==> config.mk <==
export PLATFORM = sky130hd
export DESIGN_NAME = sat_adjust_flat
export DESIGN_NICKNAME = d
export VERILOG_FILES = /design/src/rtl/sat_adjust_if.sv /design/src/rtl/sat_adjust.sv /design/src/flat_wrapper.sv
export SDC_FILE = /design/constraint.sdc
export NUM_CORES = 1
export LEC_CHECK = 0
export CELL_PAD_IN_SITES_DETAIL_PLACEMENT = 0
export CELL_PAD_IN_SITES_GLOBAL_PLACEMENT = 1
export CORE_UTILIZATION = 40
export CTS_CLUSTER_SIZE = 30
export DETAILED_ROUTE_END_ITERATION = 10
export GPL_ROUTABILITY_DRIVEN = 0
export GPL_TIMING_DRIVEN = 0
export PLACE_DENSITY = 0.77
export SETUP_SLACK_MARGIN = 0.1
export SLEW_MARGIN = 10
export SYNTH_ARGS = -nofsm -noshare
export SYNTH_HDL_FRONTEND = slang
export SYNTH_SLANG_ARGS = --single-unit
export TNS_END_PERCENT = 10
==> constraint.sdc <==
create_clock -name clk -period 5.95 [get_ports clk]
set_input_delay 1.785 -clock clk [delete_from_list [all_inputs] [get_ports clk]]
set_output_delay 1.785 -clock clk [all_outputs]
set_load 0.01 [all_outputs]
==> src/rtl/sat_adjust_if.sv <==
// Pixel/side-data bus for sat_adjust: HSV pixel input with valid,
// delay-matched pass-through data, and adjusted pixel output.
interface sat_adjust_if #(
  parameter int unsigned PIX_W  = 24,
  parameter int unsigned PASS_W = 24
) ();
  logic              pixel_in_valid;
  logic [PIX_W-1:0]  pixel_in;
  logic [PASS_W-1:0] pass_in;
  logic [PIX_W-1:0]  pixel_out;
  logic              pixel_out_valid;
  logic [PASS_W-1:0] pass_thru;

  modport master (
    output pixel_in_valid, pixel_in, pass_in,
    input  pixel_out, pixel_out_valid, pass_thru
  );

  modport slave (
    input  pixel_in_valid, pixel_in, pass_in,
    output pixel_out, pixel_out_valid, pass_thru
  );
endinterface

==> src/rtl/sat_adjust.sv <==
// Saturation adjust stage for the HSV video path: bypass, grayscale, fixed
// gain and frame-synchronous fade, 2-cycle pipeline with matched side data.
module sat_adjust #(
  parameter int unsigned HUE_W     = 9,
  parameter int unsigned SAT_W     = 7,
  parameter int unsigned VAL_W     = 8,
  parameter int unsigned PASS_W    = 24,
  parameter int unsigned GAIN_W    = 8,
  parameter int unsigned RAMP_STEP = 16
) (
  input  logic              clk,
  input  logic              rst,
  input  logic              en,
  input  logic [1:0]        mode,
  input  logic [GAIN_W-1:0] gain,
  input  logic              frame_start,
  sat_adjust_if.slave       bus,
  output logic              ramp_busy
);
  localparam int unsigned PIX_W  = HUE_W + SAT_W + VAL_W;
  localparam int unsigned PROD_W = SAT_W + GAIN_W;
  localparam int unsigned SHIFT  = GAIN_W - 2;

  localparam logic [GAIN_W-1:0] UNITY     = GAIN_W'(2 ** SHIFT);
  localparam logic [GAIN_W:0]   UNITY_X   = (GAIN_W + 1)'(2 ** SHIFT);
  localparam logic [GAIN_W:0]   STEP_X    = (GAIN_W + 1)'(RAMP_STEP);
  localparam logic [PROD_W-1:0] SAT_MAX_X = PROD_W'((2 ** SAT_W) - 1);

  localparam logic [1:0] MODE_BYPASS = 2'b00;
  localparam logic [1:0] MODE_GRAY   = 2'b01;
  localparam logic [1:0] MODE_FIXED  = 2'b10;
  localparam logic [1:0] MODE_FADE   = 2'b11;

  typedef enum logic [1:0] {FULL, DOWN, ZERO, UP} fade_state_e;

  logic              en_q;
  logic [1:0]        active_mode;
  logic [GAIN_W-1:0] active_gain;
  fade_state_e       state, state_d;
  logic [GAIN_W-1:0] cur_gain, cur_gain_d;
  logic              ramp_busy_d;
  logic [GAIN_W:0]   gain_dn, gain_up_sum, gain_up;

  logic [HUE_W-1:0]  s1_hue;
  logic [VAL_W-1:0]  s1_val;
  logic [PASS_W-1:0] s1_pass;
  logic              s1_valid;
  logic [PROD_W-1:0] s1_prod;

  logic [SAT_W-1:0]  sat_in;
  logic [GAIN_W-1:0] g_eff;
  logic [PROD_W-1:0] prod_d;
  logic [PROD_W-1:0] res;
  logic [SAT_W-1:0]  sat_adj;

  // Enable register and per-frame settings latch
  always_ff @(posedge clk) begin
    if (rst) begin
      en_q        <= 1'b0;
      active_mode <= MODE_BYPASS;
      active_gain <= UNITY;
    end else begin
      en_q <= en;
      if (frame_start) begin
        active_mode <= mode;
        active_gain <= gain;
      end
    end
  end

  // Fade FSM state register
  always_ff @(posedge clk) begin
    if (rst) begin
      state     <= FULL;
      cur_gain  <= UNITY;
      ramp_busy <= 1'b0;
    end else begin
      state     <= state_d;
      cur_gain  <= cur_gain_d;
      ramp_busy <= ramp_busy_d;
    end
  end

  // Fade FSM next state: a transition into a ramp also takes the first step
  always_comb begin
    state_d     = state;
    cur_gain_d  = cur_gain;
    gain_dn     = ({1'b0, cur_gain} >= STEP_X) ? ({1'b0, cur_gain} - STEP_X) : '0;
    gain_up_sum = {1'b0, cur_gain} + STEP_X;
    gain_up     = (gain_up_sum >= UNITY_X) ? UNITY_X : gain_up_sum;
    if (frame_start && (active_mode == MODE_FADE)) begin
      if (en_q && (state != ZERO)) begin
        cur_gain_d = gain_dn[GAIN_W-1:0];
        state_d    = (gain_dn == '0) ? ZERO : DOWN;
      end else if (!en_q && (state != FULL)) begin
        cur_gain_d = gain_up[GAIN_W-1:0];
        state_d    = (gain_up == UNITY_X) ? FULL : UP;
      end
    end
    ramp_busy_d = (state_d == DOWN) || (state_d == UP);
  end

  // Stage 1: effective gain select and multiply
  always_comb begin
    sat_in = bus.pixel_in[VAL_W +: SAT_W];
    g_eff  = UNITY;
    if (en_q) begin
      case (active_mode)
        MODE_GRAY:  g_eff = '0;
        MODE_FIXED: g_eff = active_gain;
        MODE_FADE:  g_eff = cur_gain;
        default:    g_eff = UNITY;
      endcase
    end
    prod_d = PROD_W'(sat_in) * PROD_W'(g_eff);
  end

  always_ff @(posedge clk) begin
    if (rst) begin
      s1_hue   <= '0;
      s1_val   <= '0;
      s1_pass  <= '0;
      s1_valid <= 1'b0;
      s1_prod  <= '0;
    end else begin
      s1_hue   <= bus.pixel_in[PIX_W-1 -: HUE_W];
      s1_val   <= bus.pixel_in[VAL_W-1:0];
      s1_pass  <= bus.pass_in;
      s1_valid <= bus.pixel_in_valid;
      s1_prod  <= prod_d;
    end
  end

  // Stage 2: drop fraction bits and clamp to the saturation range
  always_comb begin
    res     = s1_prod >> SHIFT;
    sat_adj = (res > SAT_MAX_X) ? {SAT_W{1'b1}} : res[SAT_W-1:0];
  end

  always_ff @(posedge clk) begin
    if (rst) begin
      bus.pixel_out       <= '0;
      bus.pixel_out_valid <= 1'b0;
      bus.pass_thru       <= '0;
    end else begin
      bus.pixel_out       <= {s1_hue, sat_adj, s1_val};
      bus.pixel_out_valid <= s1_valid;
      bus.pass_thru       <= s1_pass;
    end
  end
endmodule

==> src/flat_wrapper.sv <==
// flat-port wrapper written by rule: the top's interface ports become plain ports
module sat_adjust_flat 
#(
  parameter int unsigned HUE_W     = 9,
  parameter int unsigned SAT_W     = 7,
  parameter int unsigned VAL_W     = 8,
  parameter int unsigned PASS_W    = 24,
  parameter int unsigned GAIN_W    = 8,
  parameter int unsigned RAMP_STEP = 16
)
  (clk, rst, en, mode, gain, frame_start, ramp_busy, bus_pixel_in_valid, bus_pixel_in, bus_pass_in, bus_pixel_out, bus_pixel_out_valid, bus_pass_thru);
  sat_adjust_if #(.PIX_W((24)), .PASS_W(PASS_W)) bus_i ();
  input  logic clk;
  input  logic rst;
  input  logic en;
  input  logic [1:0] mode;
  input  logic [GAIN_W-1:0] gain;
  input  logic frame_start;
  output logic ramp_busy;
  input wire logic [$bits(bus_i.pixel_in_valid)-1:0] bus_pixel_in_valid;
  input wire logic [$bits(bus_i.pixel_in)-1:0] bus_pixel_in;
  input wire logic [$bits(bus_i.pass_in)-1:0] bus_pass_in;
  output wire logic [$bits(bus_i.pixel_out)-1:0] bus_pixel_out;
  output wire logic [$bits(bus_i.pixel_out_valid)-1:0] bus_pixel_out_valid;
  output wire logic [$bits(bus_i.pass_thru)-1:0] bus_pass_thru;
  assign bus_i.pixel_in_valid = bus_pixel_in_valid;
  assign bus_i.pixel_in = bus_pixel_in;
  assign bus_i.pass_in = bus_pass_in;
  assign bus_pixel_out = bus_i.pixel_out;
  assign bus_pixel_out_valid = bus_i.pixel_out_valid;
  assign bus_pass_thru = bus_i.pass_thru;
  sat_adjust #(.HUE_W(HUE_W), .SAT_W(SAT_W), .VAL_W(VAL_W), .PASS_W(PASS_W), .GAIN_W(GAIN_W), .RAMP_STEP(RAMP_STEP)) u_core (.clk(clk), .rst(rst), .en(en), .mode(mode), .gain(gain), .frame_start(frame_start), .bus(bus_i), .ramp_busy(ramp_busy));
endmodule
==> run metrics <==
status=finished, final reports clean; Most used DFF post-synth=dfxtp_1; PortBufs=112; Worst EP required=6.24 ns; Num CTS Buffers=17; Synth Cell Area=5460 um2; placed insts=819; worst min path class=flop to flop; largest net degree at the start of global routing=17; cells after synthesis=531; EDFF count, synth=0; Setup crit end kind=flop; Initial DRT Pass Iterations=4; Row Count=42; unrepaired setup endpoints after global routing=yes; final hold vios=0; Max Cap Viol=0; count of final setup violators=0; fin util=55.9%; first-pass GRT wire length=20,200 um; IO Count=113; via/cell ratio=4.67; total number of vias=3,978; initial drt markers=159; drt wl/cell=13.9 um; drt total wl=11,800 um; die span in x=119 um; Die ar.=14,100 um2; root buffer cell=clkbuf_16; core area=13,300 um2; overflow left after global routing=0; clk_lat worst skew=0.40 ns; vias in the first global route=4,220; register area share after synthesis=44.7%; commonest non-fill, non-tap cell in the layout=dfxtp_1; Synth warnings=0; Starting Density=41.1%; P&R area growth vs syn=36.1%; period utilization=95.5%; syn nets=656; ant diodes=0; Final nets=787; Worst Skew=0.0101 ns; Total GRT Usage=18.2%; Avg Inst Size Synth=10.3 um2; H-tree Lvls=4; Power Density=284 nW/um2; dpl cell area=6800 um2; Worst Path Arrival=5.97 ns; Worst Path Max Fanout=8; min cycle time layout=5.68 ns; CTS clk-pin slew, worst paths=0.05 ns; final number of max-transition violations=0; most frequent cells in the layout=dfxtp_1, clkdlybuf4s50_1, nor2b_1, and2_1, nor2_1; P_leak=3.11 nW; final instance area=7430 um2; initial antenna violation count=0; postcts setup bufs=0; Routed Antenna Nets=0; Max Clk Rate=176 MHz; CTS tree=built; Slew @ Worst Pin=0.806 ns; ys async rst share=0%; post-route non-filler standard cell count=851; cts hold-fix bufs=0; DRC violations left=0; layout cell share with drive strength beyond 1=6.07%; CTS sink cnt=122; VDD IR max=0.000214 V; Slew HR=45.8%; Yosys cell types=47; Post-DP HPWL=9050 um; Startpoint Class=input port; Yosys reg bits=122; Setup Crit Path Kind=input port to flop; die height=119 um; Max clock buf depth=2
[metrics by stage]
stage          setup TNS [ns]  hold slack [ns]  worst slack (ns)  power, mW
6_report                    0            0.432             0.268       2.11
2_1_floorplan               0            0.414             0.395      0.961
3_3_place_gp            -1.83            0.418            -0.457       1.05
4_1_cts                     0            0.434             0.262       2.14
3_5_place_dp            -2.11            0.422            -0.540       1.06
5_1_grt                     0            0.447            0.0814       2.19
[path summary, 6_finish.rpt]
check / from / end / slack, ns / cells past startpoint
setup reg to reg: u_core.active_mode[0] / u_core.s1_prod[13] / 0.61 / 16
hold / removal: u_core.s1_pass[15] / u_core.bus.pass_thru[15] / 0.43 / 1
hold reg to reg: u_core.s1_pass[15] / u_core.bus.pass_thru[15] / 0.43 / 1
setup / recovery: bus_pixel_in[11] / u_core.s1_prod[13] / 0.27 / 14
[synthesized netlist by cell type (3+ instances only)]
| cell | instances | area (um2) |
|---|---|---|
| nor3_1 | 11 | 55.1 |
| o21a_1 | 5 | 37.5 |
| a211oi_1 | 3 | 22.5 |
| a21boi_0 | 3 | 22.5 |
| clkbuf_1 | 13 | 48.8 |
| and2_1 | 49 | 307 |
| nor4_1 | 3 | 18.8 |
| buf_1 | 4 | 15.0 |
| nor2_1 | 48 | 180 |
| o21ai_0 | 8 | 40.0 |
| a21oi_1 | 12 | 60.1 |
| inv_1 | 22 | 82.6 |
| ha_1 | 34 | 425 |
| xnor2_1 | 3 | 26.3 |
| dfxtp_1 | 122 | 2440 |
| mux2i_1 | 16 | 160 |
| nor2b_1 | 89 | 557 |
| nand2_1 | 18 | 67.6 |
| mux2_2 | 3 | 33.8 |
| nand3_1 | 6 | 30.0 |
| fa_1 | 28 | 561 |
[critical path, stage by stage]
cell,delay [ns]
dlygate4sd2_1,0.33
and2_1,0.20
fa_1,0.54
inv_1,0.05
fa_1,0.47
fa_1,0.54
inv_1,0.06
fa_1,0.49
ha_1,0.36
o21ai_0,0.14
o21ai_1,0.26
o311ai_4,0.19
o21bai_1,0.22
mux2_2,0.34
[registers in the layout, indices dropped and copies added (netlist names)]
name	flops
u_core.en_q	1
u_core.s1_val	8
u_core.cur_gain	8
u_core.s1_valid	1
u_core.active_gain	8
u_core.s1_pass	24
u_core.s1_prod	9
u_core.state	2
u_core.s1_hue	9
u_core.bus.pixel_out_valid	1
u_core.ramp_busy	1
u_core.bus.pass_thru	24
u_core.bus.pixel_out	24
u_core.active_mode	2
[cell type report]
| type | count | area [um2] |
|---|---|---|
| clock inverter | 12 | 189 |
| fill | 1158 | 5860 |
| inverter | 22 | 82.6 |
| sequential | 122 | 2440 |
| timing repair buffer | 112 | 1110 |
| clock buffer | 20 | 447 |
| multi-input combinational | 369 | 2880 |
| buffer | 18 | 68.8 |
| tap | 176 | 220 |
[kinds of logic after synthesis]
| family | synth area share [%] |
|---|---|
| flip-flops | 44.7 |
| multiplexers | 3.76 |
| buffers and inverters | 2.77 |
| AND/OR/NAND/NOR | 23.7 |
| adder cells (fa/ha/maj) | 18.0 |
| XOR/XNOR | 0.802 |
| AO/OA/AOI/OAI | 6.25 |
[routing by layer]
| metal | vias to the layer above | share of wire, % | global-route usage, % |
|---|---|---|---|
| met4 | 0 | 0.82 | 5.38 |
| met2 | 108 | 46 | 29.6 |
| met3 | 9 | 7.9 | 7.42 |
| li1 | 1990 | - | - |
| met5 | - | 0 | 0 |
| met1 | 1871 | 45 | 22.0 |
[power by group]
group / switching [mW] / internal [mW] / total [mW] / leakage, nW
clock: 0.360 / 0.718 / 1.08 / 0.305
combinational: 0.0750 / 0.0961 / 0.171 / 1.80
sequential: 0.0114 / 0.854 / 0.866 / 1.01
total: 0.447 / 1.67 / 2.11 / 3.11
[repair_timing]
action	in CTS	in global routing
pin swaps	1	0
resized for setup	9	5
endpoints found under the hold margin	0	0
gates cloned	0	0
setup endpoints to repair	4	3
(Power assumes the default switching activity.)
